**src/rtl/rf_wb_arb.sv**
```systemverilog
// rtl/rf_wb_arb.sv - two-requester register-file writeback arbiter with busy scoreboard (option: RF_WB_FIXED_PRIO_EN)
module rf_wb_arb (
  input  logic        clk_i,
  input  logic        rst_n_i,
  input  logic        req0_valid_i,
  input  logic [4:0]  req0_rd_i,
  input  logic [31:0] req0_data_i,
  output logic        req0_ready_o,
  input  logic        req1_valid_i,
  input  logic [4:0]  req1_rd_i,
  input  logic [31:0] req1_data_i,
  output logic        req1_ready_o,
  input  logic        rsv_valid_i,
  input  logic [4:0]  rsv_rd_i,
  input  logic [4:0]  chk_rs1_i,
  input  logic [4:0]  chk_rs2_i,
  output logic        rs1_busy_o,
  output logic        rs2_busy_o,
  output logic        rf_we_o,
  output logic [4:0]  rf_wR_o,
  output logic [31:0] rf_wD_o,
  output logic        err_o
);

  logic [31:1] busy;
  logic [31:1] busy_nxt;
  logic [31:0] busy_full;
  logic        grant0;
  logic        grant1;
  logic        xfer;
  logic [4:0]  sel_rd;
  logic [31:0] sel_data;
  logic        unreserved;

  assign busy_full = {busy, 1'b0};

`ifdef RF_WB_FIXED_PRIO_EN
  // Fixed priority: the load/multi-cycle path always beats the ALU path.
  always_comb begin
    grant1 = req1_valid_i;
    grant0 = req0_valid_i & ~req1_valid_i;
  end
`else
  logic ptr;

  // Round-robin: a lone requester always wins, otherwise ptr picks the winner.
  always_comb begin
    grant0 = req0_valid_i & (~req1_valid_i | ~ptr);
    grant1 = req1_valid_i & (~req0_valid_i | ptr);
  end

  // Pointer moves to the requester that did not just win; holds when idle.
  always_ff @(posedge clk_i or negedge rst_n_i) begin
    if (!rst_n_i) begin
      ptr <= 1'b0;
    end else if (grant0) begin
      ptr <= 1'b1;
    end else if (grant1) begin
      ptr <= 1'b0;
    end
  end
`endif

  // Ready is forced low while reset is asserted so nothing is accepted then.
  assign req0_ready_o = grant0 & rst_n_i;
  assign req1_ready_o = grant1 & rst_n_i;
  assign xfer         = req0_ready_o | req1_ready_o;
  assign sel_rd       = req1_ready_o ? req1_rd_i : req0_rd_i;
  assign sel_data     = req1_ready_o ? req1_data_i : req0_data_i;

  // A commit is flagged when its destination was never reserved (same-cycle reservation counts).
  assign unreserved = xfer && (sel_rd != 5'd0) && !busy_full[sel_rd]
                      && !(rsv_valid_i && (rsv_rd_i == sel_rd));

  // Hazard query: scoreboard bit, plus the write currently sitting in the output stage.
  always_comb begin
    rs1_busy_o = busy_full[chk_rs1_i] | (rf_we_o && (rf_wR_o == chk_rs1_i) && (chk_rs1_i != 5'd0));
    rs2_busy_o = busy_full[chk_rs2_i] | (rf_we_o && (rf_wR_o == chk_rs2_i) && (chk_rs2_i != 5'd0));
  end

  // Next scoreboard: clear on the landing RF write, set on reservation; set wins.
  always_comb begin
    busy_nxt = busy;
    for (int i = 1; i < 32; i++) begin
      if (rf_we_o && (rf_wR_o == 5'(i))) begin
        busy_nxt[i] = 1'b0;
      end
      if (rsv_valid_i && (rsv_rd_i == 5'(i))) begin
        busy_nxt[i] = 1'b1;
      end
    end
  end

  // Scoreboard register.
  always_ff @(posedge clk_i or negedge rst_n_i) begin
    if (!rst_n_i) begin
      busy <= '0;
    end else begin
      busy <= busy_nxt;
    end
  end

  // Output stage: one-cycle registered RF write; x0 commits are swallowed.
  always_ff @(posedge clk_i or negedge rst_n_i) begin
    if (!rst_n_i) begin
      rf_we_o <= 1'b0;
      rf_wR_o <= 5'd0;
      rf_wD_o <= 32'd0;
    end else begin
      rf_we_o <= xfer && (sel_rd != 5'd0);
      if (xfer) begin
        rf_wR_o <= sel_rd;
        rf_wD_o <= sel_data;
      end
    end
  end

  // Sticky error for a commit to a register that was not reserved.
  always_ff @(posedge clk_i or negedge rst_n_i) begin
    if (!rst_n_i) begin
      err_o <= 1'b0;
    end else if (unreserved) begin
      err_o <= 1'b1;
    end
  end

endmodule

```
**config.mk**
```make
export PLATFORM = sky130hd
export DESIGN_NAME = rf_wb_arb
export DESIGN_NICKNAME = d
export VERILOG_FILES = /design/src/rtl/rf_wb_arb.sv
export SDC_FILE = /design/constraint.sdc
export NUM_CORES = 1
export LEC_CHECK = 0
export BUFFER_PORTS_ARGS = -buffer_cell sky130_fd_sc_hd__buf_2
export CORE_MARGIN = 1
export CORE_UTILIZATION = 52
export DETAILED_ROUTE_END_ITERATION = 16
export PLACE_DENSITY = 0.81
export SLEW_MARGIN = 20
export SYNTH_ARGS = -nofsm -noshare
export SYNTH_HDL_FRONTEND = slang
export SYNTH_SLANG_ARGS = --single-unit
```
**constraint.sdc**
```tcl
create_clock -name clk_i -period 3.14 [get_ports clk_i]
set_clock_uncertainty 0.05 [all_clocks]
set_input_delay 0.157 -clock clk_i [delete_from_list [all_inputs] [get_ports clk_i]]
set_output_delay 0.157 -clock clk_i [all_outputs]
set_load 0.005 [all_outputs]
```
# Word-level counts from Yosys, hierarchy flattened
# Index checks and enable logic that the tools add are counted.
[classes]
n_lt_le_gt_ge = 3
n_eq_ne = 65
mux = 72
n_bitwise = 12
n_reduce_logical = 107
[ops]
columns = ["cell", "count"]
rows = [
  ["5-bit == test, second input constant", 32],
  ["5-bit by 4-bit == test with 1-bit output, second input constant", 16],
  ["1-bit logical AND", 70],
  ["1-bit 2-to-1 mux", 67],
  ["2-bit nonzero test", 32],
  ["5-bit by 3-bit == test with 1-bit output, second input constant", 8],
  ["32-bit 2-to-1 mux", 1],
  ["5-bit by 2-bit == test with 1-bit output, second input constant", 4],
  ["5-bit by 6-bit < comparator with 1-bit output, second input constant", 3],
  ["1-bit binary-select mux with 5-bit select", 3],
  ["5-bit == test", 3],
  ["5-bit nonzero test", 3],
  ["5-bit by 1-bit == test with 1-bit output, second input constant", 2],
  ["5-bit 2-to-1 mux", 1],
  ["1-bit OR", 5],
  ["1-bit bitwise AND", 4],
  ["1-bit NOT", 3],
  ["1-bit logical NOT", 2],
]
[word_totals]
register_bits = 71
inputBits = 94

# Longest topological paths before layout
[logic_depth]
ltp_word = 10
depth_mapped = 9

# Worst setup path after synthesis
# OpenSTA, ideal clock, no wires.
[synth_timing]
path_type = "reg2reg"
startpoint = "register ptr"
endpoint = "register err_o"
t_arrival_ns = 2.050
setup_slack_ns = 0.913
stages_incl_launch_ff = 10
n_path_buf = 1
path_cell_list = "dfrtp_1 nand2b_1 buf_6 nand2_8 inv_4 mux2_4 o41ai_1 nor4_1 and4b_1 a311o_1"
[synth_via]
elab_chain_len = 9
word_cells_on_any_way = 19
[synth_rtl]
columns = ["item", "line_no", "rtl"]
rows = [
  ["start, declared", "44", "logic ptr;"],
  ["start signal, assigned", "55", "ptr <= 1'b0;"],
  ["start signal, assigned", "57", "ptr <= 1'b1;"],
  ["start signal, assigned", "59", "ptr <= 1'b0;"],
  ["1-bit OR *", "49", "grant1 = req1_valid_i & (~req0_valid_i | ptr);"],
  ["1-bit bitwise AND *", "49", ""],
  ["1-bit bitwise AND *", "66", "assign req1_ready_o = grant1 & rst_n_i;"],
  ["net req1_ready_o", "12", "output logic req1_ready_o,"],
  ["5-bit 2-to-1 mux", "68", "assign sel_rd = req1_ready_o ? req1_rd_i : req0_rd_i;"],
  ["1-bit binary-select mux with 5-bit select", "72", "assign unreserved = xfer && (sel_rd != 5'd0) && !busy_full[sel_rd]"],
  ["1-bit 2-to-1 mux (implied by the code)", "72", ""],
  ["1-bit logical NOT", "72", ""],
  ["1-bit logical AND", "72", ""],
  ["1-bit logical AND *", "73", "&& !(rsv_valid_i && (rsv_rd_i == sel_rd));"],
  ["end signal, assigned", "121", "err_o <= 1'b0;"],
  ["end signal, assigned", "123", "err_o <= 1'b1;"],
  ["end, declared", "22", "output logic err_o"],
]
# Mark *: on every way through the listed nets, which the timed path passes. The rest lies on a longest branch. The select of a mux whose other input is x is not followed.
# A chain may end at the register's enable or synchronous reset.

# Final worst setup path
[layout_timing]
startpoint = "register ptr"
endpoint = "register err_o"
[layout_via]
elab_chain_len = 9
word_cells_on_any_way = 19
[layout_rtl]
columns = ["item", "line_no"]
rows = [
  ["1-bit OR", "49"],
  ["1-bit bitwise AND", "49"],
  ["1-bit bitwise AND", "66"],
  ["5-bit 2-to-1 mux", "68"],
  ["1-bit binary-select mux with 5-bit select", "72"],
  ["1-bit 2-to-1 mux (implied by the code)", "72"],
  ["1-bit logical NOT", "72"],
  ["1-bit logical AND", "72"],
  ["1-bit logical AND *", "73"],
]
# Mark *: on every way between the ends. The rest lies on a longest branch, timed or not. The select of a mux whose other input is x is not followed.

==> results.md <==
Run status:
- The flow ran to the end, and the final reports show no timing, DRC or antenna violations.

Floorplanning:
- The overall die width is 93.9 um.
- During I/O placement, the number of pins put on the boundary was 137.
- The placeable core region is 8180 um2.
- For this configuration, the core starts out at a cell density of 53.7%.
- The number of standard-cell rows in the floorplan is 33.
- The die covers 8820 um2.
- From bottom edge to top edge, the die measures 93.9 um.

STA:
- The number of endpoints with negative hold slack in the final report was 0.
- The top achievable clock speed is 0.366 GHz.
- The setup slack of the critical path after layout is 0.411 ns.
- Setup total negative slack on the finished layout was measured at 0 ns.
- Headroom to the max-slew limit came out at 47.1%.
- The number of max-slew violations in the final report is 0.
- The final count of negative-setup-slack endpoints is 0.
- Counting I/O delays and the setup requirement, the final critical path takes 2.73 ns.
- The final-layout worst hold slack is 0.0440 ns.
- Setup repair after global routing left no endpoint under its margin.
- The fraction of the cycle the final worst path needs is 86.9%.
- For the pin with the worst max-slew slack, the measured transition is 0.791 ns.

Global routing:
- The number of global-route vias before repair was 4042.
- The busiest layer in global routing is met2.
- The pin count of the biggest net entering global routing is 49.
- The global routing met3 resource utilization is 5.66%.
- In the global route stage, met1 resource usage came out at 38.0%.
- The all-layer global routing usage is 31.0%.
- After global routing the overflow that remains totals 0.
- The initial antenna violation count is 0.
- The first global-routing pass estimated 20.6 mm of wire.
- The met2 global-route usage is 54.6%.

Synth:
- The cell taking the most area after synthesis is dfrtp_1.
- The most used flip-flop cell after synthesis is dfrtp_1.
- The post-synthesis cell area is 4390 um2.
- Yosys mapped a number of flops with a built-in enable equal to 0.
- The share of synthesized registers carrying an async set or reset is 100%.
- The synthesis warning total is 0.
- Yosys mapped the design onto 56 distinct sky130hd cell types.
- By area the synthesized netlist is led by dfrtp_1, o21ai_0, mux4_2, mux2i_1, nand2_1.
- The number of nets handed over by synthesis was 550.
- Dividing the synthesized area by the synthesized cell count gives 9.63 um2.
- The synthesized design devotes to its leading area cell type 40.4% of total area.
- In this run, synthesis produced a sequential element count of 71.
- The cell count after synthesis is 456.
- For this run, the register share of the synthesized area comes to 40.4%.

Clocking:
- The clock net in this run drives a total of 71 sinks.
- The count of hold-fix buffers inserted at cts is 1.
- The clock tree from TritonCTS is done.
- The tree is rooted in a clkbuf_8.
- Clock tree synthesis inserted a total of 9 buffers.
- After clock tree synthesis, the clock-pin slew on the worst setup and hold paths is 0.08 ns.
- The clock insertion delay at the later pin of the skew report is 0.35 ns.
- CTS built an H-tree with a depth of 3.
- The count of instances resized after the clock tree is built is 0.
- The number of setup buffers added after CTS is 0.
- The clock passes through at most 2 buffers.

Critical path:
- The critical path buffer and inverter count is 1.
- The worst-path maximum fanout is 11.
- The nature of the critical path startpoint is a register.
- The critical path is of the reg2reg type.
- The cell with the biggest individual delay on the critical path is or4_1.
- The arrival time at the worst endpoint is 2.92 ns.
- The start point of the critical path is ptr.
- The worst register-to-register path begins at ptr.
- The kind of capture point of the worst setup path is a register.
- The required time of the critical path is 3.33 ns.
- The cell family contributing the most delay on the critical path is simple AND/OR/NAND/NOR gates.
- Traced cell by cell, the critical path runs through nand2b_1 -> nand2_8 -> inv_4 -> a21oi_1 -> a2111oi_0 -> or4_1 -> and4b_1 -> a311o_1.
- On the worst path, the slowest cell contributes a delay of 0.52 ns.

Route:
- After detailed routing, the number of vias per cell comes to 6.10.
- Once detail routing completed, the nets flagged for antenna violations numbered 0.
- The first-pass iteration count of the detailed router is 5.
- Dividing the detail-routed wire length by the instance count gives 19.0 um.
- The count of unresolved DRC violations after routing is 0.
- The detailed router's first-iteration violation count is 262.
- The routed layout has 4196 vias.
- Wires add up to 13.0 mm.

Finish:
- The share of final-layout standard cells stronger than drive strength 1 is 32.8%.
- The area used by sequential logic in the layout is 1780 um2.
- The area taken by multi-input logic gates is 2460 um2.
- The layout overhead on the synthesized area is 21.0%.
- The antenna diode count is 0.
- After the last flow step, the layout net total stands at 673.
- The final-layout fill cell count is 689.

Worst hold path:
- The tightest min-delay check is of the in2reg type.
- The worst hold path startpoint is req1_data_i[18].

Pwr:
- For this design the ratio of total power to cell area is 567 nW/um2.
- The maximum resistive drop on vdd is 286 uV.
- In this run the static leakage power is 0.00247 uW.

Flow run:
- The number of max-cap violations is 0.

Placement:
- At the end of routability-driven placement, the weighted congestion stood at 1.01.
- Input and output buffers added on the ports amount to 136.
- Prior to clock tree synthesis, the placed netlist has a worst setup slack of 0.449 ns.
- Summed over all nets, the half-perimeter wirelength after detailed placement is 9.99 mm.
-- flip-flops by register name, summed over array words and instances, names as in the netlist --
signal and count:
err_o 1, rf_we_o 1, rf_wR_o 5, busy 31, ptr 1, rf_wD_o 32
-- stage by stage --
stage	cell area [um2]	cells	utilization, %	total power, uW
3_3_place_gp	5110	672	62.5	2230
6_report	5320	688	65.0	3020
4_1_cts	5320	688	65.0	3010
5_1_grt	5320	688	65.0	3170
2_1_floorplan	4390	456	-	1870
3_5_place_dp	5110	672	62.5	2270
-- layer usage --
| layer | share of wire [%] | up-vias |
|---|---|---|
| met5 | 0 | - |
| met4 | 1.9 | 0 |
| met3 | 7.0 | 30 |
| met2 | 52 | 223 |
| met1 | 39 | 2022 |
| li1 | - | 1921 |
-- path summary, 6_finish.rpt --
check,endpoint,slack (ns),cells past startpoint
setup / recovery,err_o,0.41,8
hold / removal,rf_wD_o[18],0.04,3
min in group asynchronous,busy[21],0.35,3
hold reg to reg,rf_wD_o[27],0.43,2
setup reg to reg,err_o,0.41,8
max in group asynchronous,busy[19],1.75,4
-- logic make-up (layout without fill, tap and decap cells) --
logic type | Yosys count | in the layout | synth area share [%]
AOI/OAI and AO/OA | 145 | 145 | 18.2
buffers and inverters | 35 | 162 | 3.70
DFF | 71 | 71 | 40.4
xor gates and xnor gates | 14 | 14 | 2.79
and+or+nand+nor | 130 | 130 | 15.7
muxes | 61 | 61 | 19.2
-- area by class of cell --
cell class / instances / share of cell area [%]
well taps: 105 / 2.47
inverters: 6 / 0.471
repair buffers: 141 / 13.6
multi-input cells: 350 / 46.4
clock buffers: 10 / 2.59
clock inverters: 5 / 1.11
flip-flops and latches: 71 / 33.4
-- cells in the mapped netlist (2+ instances only) --
library cell and n:
o21ai_0 110, dfrtp_1 71, nand2_1 56, mux2i_1 40
clkbuf_1 23, mux4_2 18, nand2b_1 13, a21oi_1 10
nand3_1 10, nor2_1 9, xnor2_1 7, xor2_1 7
nor4_1 6, a211oi_1 5, and3_1 5, inv_1 5
buf_2 4, nand4b_1 4, or2_2 4, a31oi_1 3
and2_1 3, nand4_1 3, nor3_1 3, a2111oi_0 2
mux2_2 2, nor2b_1 2, o2111ai_1 2
-- layout by cell type (no fill, tap or decap), types with 4 or more instances in the layout --
cell type	instances
a21oi_1	10
nand2_1	56
nand3_1	10
nor2_1	9
mux2i_1	40
and3_1	5
or2_2	4
nand4b_1	4
buf_2	135
buf_4	5
nand2b_1	13
xnor2_1	7
mux4_2	18
xor2_1	7
inv_1	5
clkbuf_8	10
o21ai_0	109
a211oi_1	5
dfrtp_1	71
nor4_1	6
-- power by group --
| group | total, uW | internal, uW | switching (uW) | leakage [uW] |
|---|---|---|---|---|
| Sequential | 1420 | 1130 | 289 | 0.000807 |
| Combinational | 857 | 444 | 413 | 0.00156 |
| Clock | 742 | 384 | 358 | 0.0000944 |
| Total | 3020 | 1960 | 1060 | 0.00247 |
-- worst register-to-register path: cells and delay by family, from the launching register on --
| family | cells | cell delay [ns] |
|---|---|---|
| AOI/OAI and AO/OA | 3 | 0.74 |
| buffers and inverters | 1 | 0.08 |
| DFF | 1 | 0.41 |
| and+or+nand+nor | 4 | 1.34 |
No activity file was read; power rests on OpenSTA's default activity.
